--- src/rtl/uart_bridge_pkg.sv ---
// Shared constants for the host <-> PMOD UART byte bridge.
// Mode encodings and the FIFO level-width helper.
package uart_bridge_pkg;

    localparam logic [1:0] MODE_BRIDGE   = 2'b00;
    localparam logic [1:0] MODE_LOOPBACK = 2'b01;
    localparam logic [1:0] MODE_ISOLATE  = 2'b10;

    // Occupancy needs one bit more than the address so that "full" is representable.
    function automatic int unsigned lvl_w(input int unsigned depth);
        return $clog2(depth) + 1;
    endfunction

endpackage

--- src/rtl/uart_byte_fifo.sv ---
// Synchronous byte FIFO with extra-MSB pointers; head is shown combinationally.
// A push into a full FIFO is taken only when a pop frees the head slot in the same cycle.
module uart_byte_fifo
    import uart_bridge_pkg::*;
#(
    parameter int unsigned DATA_W = 8,
    parameter int unsigned DEPTH  = 16
) (
    input  logic                    clk,
    input  logic                    rst,
    input  logic                    push,
    input  logic [DATA_W-1:0]       push_data,
    input  logic                    pop,
    output logic                    full,
    output logic                    empty,
    output logic [lvl_w(DEPTH)-1:0] level,
    output logic [DATA_W-1:0]       head
);

    localparam int unsigned AW = $clog2(DEPTH);
    localparam int unsigned PW = AW + 1;

    logic [DATA_W-1:0] r_mem [DEPTH];
    logic [PW-1:0]     r_wr_ptr;
    logic [PW-1:0]     r_rd_ptr;
    logic              w_push_ok;
    logic              w_pop_ok;

    assign level     = r_wr_ptr - r_rd_ptr;
    assign full      = (level == PW'(DEPTH));
    assign empty     = (level == '0);
    assign head      = r_mem[r_rd_ptr[AW-1:0]];
    assign w_push_ok = push & (~full | pop);
    assign w_pop_ok  = pop & ~empty;

    always_ff @(posedge clk) begin
        if (rst) begin
            r_wr_ptr <= '0;
            r_rd_ptr <= '0;
        end else begin
            if (w_push_ok) r_wr_ptr <= r_wr_ptr + PW'(1);
            if (w_pop_ok)  r_rd_ptr <= r_rd_ptr + PW'(1);
        end
    end

    // Storage needs no reset: the pointers alone decide what is visible.
    always_ff @(posedge clk) begin
        if (w_push_ok) r_mem[r_wr_ptr[AW-1:0]] <= push_data;
    end

endmodule

--- src/rtl/uart_bridge_fifo.sv ---
// Buffered byte bridge between the host and PMOD UART cores.
// Mode-selected routing into two FIFOs, drop-on-full receivers and saturating statistics.
module uart_bridge_fifo
    import uart_bridge_pkg::*;
#(
    parameter int unsigned DATA_W     = 8,
    parameter int unsigned FIFO_DEPTH = 16,
    parameter int unsigned CNT_W      = 16
) (
    input  logic                         clk,
    input  logic                         rst,
    input  logic [1:0]                   mode,
    input  logic                         clr_stats,
    input  logic [DATA_W-1:0]            host_rx_data,
    input  logic                         host_rx_valid,
    output logic                         host_rx_ready,
    output logic [DATA_W-1:0]            host_tx_data,
    output logic                         host_tx_valid,
    input  logic                         host_tx_ready,
    input  logic [DATA_W-1:0]            pmod_rx_data,
    input  logic                         pmod_rx_valid,
    output logic                         pmod_rx_ready,
    output logic [DATA_W-1:0]            pmod_tx_data,
    output logic                         pmod_tx_valid,
    input  logic                         pmod_tx_ready,
    output logic [lvl_w(FIFO_DEPTH)-1:0] h2p_level,
    output logic [lvl_w(FIFO_DEPTH)-1:0] p2h_level,
    output logic [CNT_W-1:0]             h2p_count,
    output logic [CNT_W-1:0]             p2h_count,
    output logic [CNT_W-1:0]             h2p_drop,
    output logic [CNT_W-1:0]             p2h_drop
);

    logic [1:0]        r_mode_q;
    logic              r_rx_ready;
    logic [CNT_W-1:0]  r_h2p_count, r_p2h_count, r_h2p_drop, r_p2h_drop;

    logic              w_host_acc, w_pmod_acc;
    logic              w_h2p_push, w_p2h_push;
    logic [DATA_W-1:0] w_h2p_data, w_p2h_data;
    logic              w_h2p_pop, w_p2h_pop;
    logic              w_h2p_full, w_p2h_full;
    logic              w_h2p_empty, w_p2h_empty;
    logic              w_h2p_wr, w_p2h_wr;
    logic              w_h2p_lost, w_p2h_lost;

    function automatic logic [CNT_W-1:0] sat_next(input logic [CNT_W-1:0] cnt,
                                                   input logic inc, input logic clr);
        if (clr)                return '0;
        if (inc && (cnt != '1)) return cnt + CNT_W'(1);
        return cnt;
    endfunction

    // Receivers cannot stall, so ready is simply "out of reset".
    always_ff @(posedge clk) begin
        if (rst) begin
            r_mode_q   <= MODE_BRIDGE;
            r_rx_ready <= 1'b0;
        end else begin
            r_mode_q   <= mode;
            r_rx_ready <= 1'b1;
        end
    end

    assign host_rx_ready = r_rx_ready;
    assign pmod_rx_ready = r_rx_ready;
    assign w_host_acc    = host_rx_valid & r_rx_ready;
    assign w_pmod_acc    = pmod_rx_valid & r_rx_ready;

    // Each FIFO has a single writer per mode; the reserved encoding behaves as bridge.
    always_comb begin
        w_h2p_push = 1'b0;
        w_h2p_data = host_rx_data;
        w_p2h_push = 1'b0;
        w_p2h_data = pmod_rx_data;
        case (r_mode_q)
            MODE_LOOPBACK: begin
                w_h2p_push = w_pmod_acc;
                w_h2p_data = pmod_rx_data;
                w_p2h_push = w_host_acc;
                w_p2h_data = host_rx_data;
            end
            MODE_ISOLATE: begin
                w_h2p_push = 1'b0;
                w_p2h_push = 1'b0;
            end
            default: begin
                w_h2p_push = w_host_acc;
                w_p2h_push = w_pmod_acc;
            end
        endcase
    end

    assign pmod_tx_valid = ~w_h2p_empty;
    assign host_tx_valid = ~w_p2h_empty;
    assign w_h2p_pop     = pmod_tx_valid & pmod_tx_ready;
    assign w_p2h_pop     = host_tx_valid & host_tx_ready;

    uart_byte_fifo #(.DATA_W(DATA_W), .DEPTH(FIFO_DEPTH)) u_h2p (
        .clk       (clk),
        .rst       (rst),
        .push      (w_h2p_push),
        .push_data (w_h2p_data),
        .pop       (w_h2p_pop),
        .full      (w_h2p_full),
        .empty     (w_h2p_empty),
        .level     (h2p_level),
        .head      (pmod_tx_data)
    );

    uart_byte_fifo #(.DATA_W(DATA_W), .DEPTH(FIFO_DEPTH)) u_p2h (
        .clk       (clk),
        .rst       (rst),
        .push      (w_p2h_push),
        .push_data (w_p2h_data),
        .pop       (w_p2h_pop),
        .full      (w_p2h_full),
        .empty     (w_p2h_empty),
        .level     (p2h_level),
        .head      (host_tx_data)
    );

    assign w_h2p_wr   = w_h2p_push & (~w_h2p_full | w_h2p_pop);
    assign w_p2h_wr   = w_p2h_push & (~w_p2h_full | w_p2h_pop);
    assign w_h2p_lost = w_h2p_push & w_h2p_full & ~w_h2p_pop;
    assign w_p2h_lost = w_p2h_push & w_p2h_full & ~w_p2h_pop;

    always_ff @(posedge clk) begin
        if (rst) begin
            r_h2p_count <= '0;
            r_p2h_count <= '0;
            r_h2p_drop  <= '0;
            r_p2h_drop  <= '0;
        end else begin
            r_h2p_count <= sat_next(r_h2p_count, w_h2p_wr,   clr_stats);
            r_p2h_count <= sat_next(r_p2h_count, w_p2h_wr,   clr_stats);
            r_h2p_drop  <= sat_next(r_h2p_drop,  w_h2p_lost, clr_stats);
            r_p2h_drop  <= sat_next(r_p2h_drop,  w_p2h_lost, clr_stats);
        end
    end

    assign h2p_count = r_h2p_count;
    assign p2h_count = r_p2h_count;
    assign h2p_drop  = r_h2p_drop;
    assign p2h_drop  = r_p2h_drop;

endmodule
--- config.mk ---
export PLATFORM = sky130hd
export DESIGN_NAME = uart_bridge_fifo
export DESIGN_NICKNAME = d
export VERILOG_FILES = /design/src/rtl/uart_bridge_pkg.sv /design/src/rtl/uart_byte_fifo.sv /design/src/rtl/uart_bridge_fifo.sv
export SDC_FILE = /design/constraint.sdc
export NUM_CORES = 1
export LEC_CHECK = 0
export ABC_AREA = 1
export CORE_MARGIN = 8
export CORE_UTILIZATION = 45
export CTS_BUF_LIST = sky130_fd_sc_hd__clkbuf_4
export DETAILED_ROUTE_END_ITERATION = 8
export HOLD_SLACK_MARGIN = 0.12
export PLACE_DENSITY = 0.66
export SETUP_SLACK_MARGIN = 0.1
export SLEW_MARGIN = 20
export SYNTH_ARGS = -nofsm -noshare
export SYNTH_HDL_FRONTEND = slang
export SYNTH_HIERARCHICAL = 1
export SYNTH_SLANG_ARGS = --single-unit
export TNS_END_PERCENT = 5
--- constraint.sdc ---
create_clock -name clk -period 3 [get_ports clk]
set_input_delay 0.6 -clock clk [delete_from_list [all_inputs] [get_ports clk]]
set_output_delay 0.6 -clock clk [all_outputs]
set_load 0.01 [all_outputs]
-- Word level (Yosys, flattened, before mapping)
Memory sizes are Yosys's and may differ from the RTL's. A register that Yosys moved wholly into a read port is not among the register bits.
Cells that the tools add are included.
- bits in registers: 87
- RAM bits: 256
- input bits: 25
- logic and storage cells: 100
- memories: 2
- memory list (name ; depth ; width ; read ports ; clocked after memory_dff ; write ports ; RTL line ; RTL):
    u_h2p.r_mem ; 16 ; 8 ; 1 ; 1 ; 1 ; uart_byte_fifo.sv:23 ; logic [DATA_W-1:0] r_mem [DEPTH];
    u_p2h.r_mem ; 16 ; 8 ; 1 ; 1 ; 1 ; uart_byte_fifo.sv:23 ;
- add/sub/neg operators: 10
- equal/unequal tests: 8
- mux-type cells: 40
- bitwise logic cells: 20
- reduce and logical (&&, ||, !) cells: 10
- operators by type and width (operator ; number):
    $mux 16 ; 13
    $add 16x1->16 const B ; 4
    $ne 16x16->1 const B ; 4
    $add 5x1->5 const B ; 4
    $mux 1 ; 19
    $mux 4 ; 4
    $mux 8 ; 2
    $and 1x1->1 ; 12
    $eq 5x5->1 const B ; 2
    $logic_not 5->1 ; 2
    $sub 5x5->5 ; 2
    $reduce_bool 2->1 ; 4
    $not 1->1 ; 6
    $logic_and 1x1->1 ; 4
    $pmux 1 s2 ; 2
    $eq 2x1->1 const B ; 1
    $eq 2x2->1 const B ; 1
    $or 1x1->1 ; 2

-- Longest topological paths before layout
- depth after elaboration: 12
- gate-level depth with buffers: 21
- gate-level depth less buffers: 20

-- Modules after synthesis
Netlist, hierarchy kept.
- by module, submodules not included (module ; instances ; cells an instance ; area each (um2) ; seq. area each (um2)):
    uart_byte_fifo at u_h2p ; 1 ; 475 ; 6080.8 ; 4124.0
    uart_byte_fifo at u_p2h ; 1 ; 475 ; 6079.6 ; 4124.0
    uart_bridge_fifo ; 1 ; 671 ; 3882.5 ; 1341.3

-- Worst setup path before layout
OpenSTA, ideal clock, no wires.
- kind: reg-to-reg
- from: register u_p2h.r_wr_ptr[0]
- to: memory u_p2h.r_mem[12][0] (enable)
- setup time: 0.383 ns
- data arrival time: 2.883 ns
- setup slack: -0.267 ns
- stages on the path, launching flop included: 15
- path buffers: 1
- period minus slack after synthesis: 3.267 ns
- path through: dfxtp_1 -> inv_1 -> ha_1 -> inv_1 -> fa_1 -> xor2_2 -> nor2_2 -> nand3_2 -> inv_1 -> nor2_1 -> inv_1 -> nand4_4 -> nand2_4 -> buf_6 -> nor3_1
- cells in the longest elaborated chain, start to end: 8
- ends and longest elaborated chain (element ; RTL line ; RTL):
    from (decl) ; uart_byte_fifo.sv:24 ; logic [PW-1:0] r_wr_ptr;
    from (signal assigned) ; uart_byte_fifo.sv:41 ; if (w_push_ok) r_wr_ptr <= r_wr_ptr + PW'(1);
    $sub 5x5->5 ; uart_byte_fifo.sv:29 ; assign level = r_wr_ptr - r_rd_ptr;
    net p2h_level[2] ; uart_bridge_fifo.sv:27 ; output logic [lvl_w(FIFO_DEPTH)-1:0] p2h_level,
    $logic_not 5->1 ; uart_byte_fifo.sv:31 ; assign empty = (level == '0);
    net w_p2h_empty ; uart_bridge_fifo.sv:43 ; logic w_h2p_empty, w_p2h_empty;
    $not 1->1 ; uart_bridge_fifo.sv:95 ; assign host_tx_valid = ~w_p2h_empty;
    $and 1x1->1 ; uart_bridge_fifo.sv:97 ; assign w_p2h_pop = host_tx_valid & host_tx_ready;
    net w_p2h_pop ; uart_bridge_fifo.sv:41 ; logic w_h2p_pop, w_p2h_pop;
    $or 1x1->1 ; uart_byte_fifo.sv:33 ; assign w_push_ok = push & (~full | pop);
    $and 1x1->1 ; uart_byte_fifo.sv:33 ;
    $mux 1 ; uart_byte_fifo.sv:48 ; if (w_push_ok) r_mem[r_wr_ptr[AW-1:0]] <= push_data;
    $mux 1 (implied by the code) ; uart_byte_fifo.sv:48 ;
    to (decl) ; uart_byte_fifo.sv:23 ;
The timed path passes the listed nets, and every way through them passes these cells.

-- Final worst setup path
- from: register u_h2p.r_wr_ptr[0]
- to: output port pmod_tx_valid
- cells in the longest elaborated chain, start to end: 3
- ends and longest elaborated chain (element ; RTL line ; RTL):
    from (decl) ; uart_byte_fifo.sv:24 ;
    from (signal assigned) ; uart_byte_fifo.sv:41 ;
    $sub 5x5->5 ; uart_byte_fifo.sv:29 ;
    $logic_not 5->1 ; uart_byte_fifo.sv:31 ;
    net w_h2p_empty ; uart_bridge_fifo.sv:43 ;
    $not 1->1 ; uart_bridge_fifo.sv:94 ; assign pmod_tx_valid = ~w_h2p_empty;
    to (decl) ; uart_bridge_fifo.sv:24 ; output logic pmod_tx_valid,
The timed path passes the listed nets, and every way through them passes these cells.

==> impl_metrics.json <==
{
  "status": "finished, violations left",
  "failed_checks": "setup timing",
  "async_flop_share": 0,
  "clock_path_buffers": 3,
  "critical_path_required_ps": 2400,
  "drt_iter0_drc": 585,
  "grt_pass1_vias": 11900,
  "avgRoutedWirePerCell_um": 16.4,
  "grt_max_degree": 48,
  "dp_cells": 2221,
  "clock_sinks": 351,
  "power.density_mw_per_mm2": 729,
  "whs_ps": 450,
  "numPortBuffers": 118,
  "dr.pass1.iters": 5,
  "grt_pass1_wl_um": 61900,
  "root_buffer": "clkbuf_4",
  "yosysTopAreaCell": "edfxtp_1",
  "cp_max_fo": 2,
  "crit_chain": "inv_2 > ha_4 > inv_2 > fa_2 > or2_1 > nor2_2 > nand3_2 > inv_2 > inv_2 > buf_6 > buf_6",
  "worst_pin_slew_ps": 658,
  "total_power_uw": 14700,
  "ir_drop_v": 0.000348,
  "crit_family": "adder cells",
  "layout-drive-gt1-share": 0.206,
  "ioPinCount": 119,
  "die-area_mm2": 0.0419,
  "syn-num-nets": 1671,
  "synthCells": 1621,
  "post-synth-top-area-fraction": 0.479,
  "cts_tree": "done",
  "path_clk_slew_ps": 60,
  "worstSetupPathType": "flop to output port",
  "fp-row-count": 69,
  "crit_path_max_incr_delay_ps": 440,
  "cpMostUsedCell": "inv_2",
  "ys_seq_area_frac": 0.598,
  "yosysWarnings": 6,
  "cap_viol_max_count": 0,
  "holdCritPathClass": "input pin to flop",
  "synthTopCellsByArea": "edfxtp_1 48%, dfxtp_1 12%, nand2_1 6.6%, inv_1 4.7%, nor2_1 4.3%",
  "relSlewSlack": 0.560,
  "dp_slack_ps": -271,
  "setup.worst_path.end_class": "output port",
  "drcViolationCount": 0,
  "slowest_stage": "fa_2",
  "rsz0062_at_grt": "true",
  "fin_ws_ps": -113,
  "h-tree-depth": 3,
  "die_x_um": 205,
  "synth_edf_count": 256,
  "slew_violations": 0,
  "dp_hpwl_um": 25700,
  "synth_top_flop_cell": "edfxtp_1",
  "cp-start-kind": "flop",
  "power.leakage_uw": 0.00776,
  "holdBufCountCts": 0,
  "setup_viol": 2,
  "min_period_ps": 3110,
  "avgSynthCellArea_um2": 9.90,
  "mappedNetlistArea_mm2": 0.0160,
  "report.final.hold_viol_count": 0,
  "fillers": 2984,
  "globalRouteOverflowTotal": 0,
  "antenna_found_initial": 6,
  "final_area_mm2": 0.0201,
  "dpl-instance-area_mm2": 0.0182,
  "fin_skew_ps": 38.2,
  "vias": 12200,
  "cts_buffers": 91,
  "instances_no_fill": 2413,
  "worstPathArrival_ps": 2510,
  "yosysUniqueCellTypes": 38,
  "timing.fmax_ghz": 0.321,
  "gp_congestion": 0.817,
  "clk_latency_ps": 730,
  "grtUsageTotal": 0.187,
  "finalWirelength_um": 39500,
  "detail-route-antenna-nets": 0,
  "core_area_mm2": 0.0353,
  "layout.nets": 1936,
  "area_delta_synth_final_pct": 25.5,
  "die_height_um": 205,
  "fin_crit_sh": 1.04,
  "via_per_inst": 5.04,
  "ys_ff_latch": 351,
  "cp_num_buf_inv": 6,
  "initial_core_util": 0.454
}
==> cells in the mapped netlist (3+ instances only) <==
| cell type | n |
|---|---|
| clkbuf_1 | 31 |
| buf_2 | 12 |
| nand3_2 | 4 |
| edfxtp_1 | 256 |
| o21ai_1 | 36 |
| xnor2_1 | 4 |
| nor3_2 | 4 |
| inv_2 | 7 |
| xor2_1 | 6 |
| nand2_1 | 284 |
| ha_1 | 23 |
| buf_6 | 9 |
| a21oi_1 | 107 |
| nand2_2 | 7 |
| dfxtp_1 | 95 |
| o211ai_1 | 64 |
| nand3_1 | 81 |
| mux2i_1 | 64 |
| buf_4 | 11 |
| nor2_2 | 6 |
| inv_1 | 203 |
| o21ai_0 | 57 |
| nor3_1 | 44 |
| nor2_1 | 182 |
| buf_1 | 3 |
==> cell type report <==
type                            instances  area, um2  share of cell area
Sequential cell                       351       9610               0.477
Multi-Input combinational cell        993       5730               0.284
Timing Repair Buffer                  237       2280               0.113
Clock buffer                          130        976              0.0485
Inverter                              211        802              0.0398
Tap cell                              461        577              0.0286
Clock inverter                         27        150             0.00746
Timing Repair inverter                  1       7.51            0.000373
Antenna cell                            2       5.00            0.000249
==> path summary, 6_finish.rpt <==
kind	slack, ps	cells after the start	to	startpoint
max	-110	11	pmod_tx_valid	u_h2p/r_wr_ptr[0]$_SDFFE_PP0P_
min	450	3	r_mode_q[0]$_SDFF_PP0_	mode[0]
min reg2reg	490	2	h2p_count[5]$_SDFFE_PP0P_	h2p_count[5]$_SDFFE_PP0P_
max reg2reg	190	18	u_h2p/r_mem[7][7]$_DFFE_PP_	u_h2p/r_wr_ptr[0]$_SDFFE_PP0P_
==> kinds of logic (layout without fill, tap and decap cells) <==
group	count (synthesis)	in the layout	share of synthesized area
and+or+nand+nor	628	628	0.170
other	0	2	0
muxes	64	64	0.0399
DFF	351	351	0.598
xor gates and xnor gates	12	12	0.00749
buffers and inverters	277	606	0.0725
AOI/OAI and AO/OA	264	264	0.0923
adders and majority gates	25	25	0.0204
==> repair_timing <==
action                                  in CTS  in global routing
hold endpoints to repair                     0                  0
buffers inserted                            29                  2
pin swaps                                   25                 23
cloned                                       2                  0
endpoints found under the setup margin     215                315
gates resized for setup                    171                 56
==> worst min-delay path: stages <==
cell and delay [ps]:
clkdlybuf4s50_1 420, inv_1 60, nor2_1 30
==> per-layer routing <==
metal | vias up | routed length, um | GRT usage | part of all wire
met4 | 8 | 1080 | 0.0771 | 0.027
met2 | 417 | 17300 | 0.281 | 0.44
met3 | 85 | 3430 | 0.0656 | 0.087
met5 | - | 57 | 0 | 0.0014
met1 | 5586 | 17600 | 0.242 | 0.44
li1 | 6067 | - | - | -
==> through the flow <==
stage	setup TNS [ps]	util
after floorplan	-10640	-
after global placement	-685	0.517
after detailed placement	-9160	0.517
after CTS	-516	0.565
after global routing	-868	0.570
final	-195	0.570
==> sequential cells by signal, summed over array words and instances (netlist names), named ones only <==
register	count
p2h_drop	16
u_p2h/r_mem	128
u_p2h/r_wr_ptr	5
r_mode_q	2
host_rx_ready	1
u_h2p/r_mem	128
u_p2h/r_rd_ptr	5
h2p_drop	16
h2p_count	16
u_h2p/r_wr_ptr	5
p2h_count	16
u_h2p/r_rd_ptr	5
==> cell usage in the layout, fill, tap and decap left out, types with 6 or more instances in the layout <==
cell	n
ha_1	19
buf_4	95
clkinvlp_4	7
edfxtp_1	256
buf_12	13
dfxtp_1	87
clkdlybuf4s50_1	92
mux2i_1	60
clkinv_2	6
a21oi_2	8
buf_6	17
nand2_1	280
xor2_1	6
clkbuf_4	130
nor3_4	20
nand3_1	80
clkinv_1	16
o21ai_1	46
o211ai_1	64
a21oi_1	98
nor3_2	8
inv_2	15
nor2_1	180
nand2_2	11
o21ai_0	42
nor3_1	20
buf_2	9
inv_1	193
==> where the power goes <==
part,internal [uW],total [uW],switching [uW]
clock,2080,3950,1880
combinational,2320,5190,2870
sequential,5410,5530,127
Note: power is estimated with default switching activity, not from simulation.
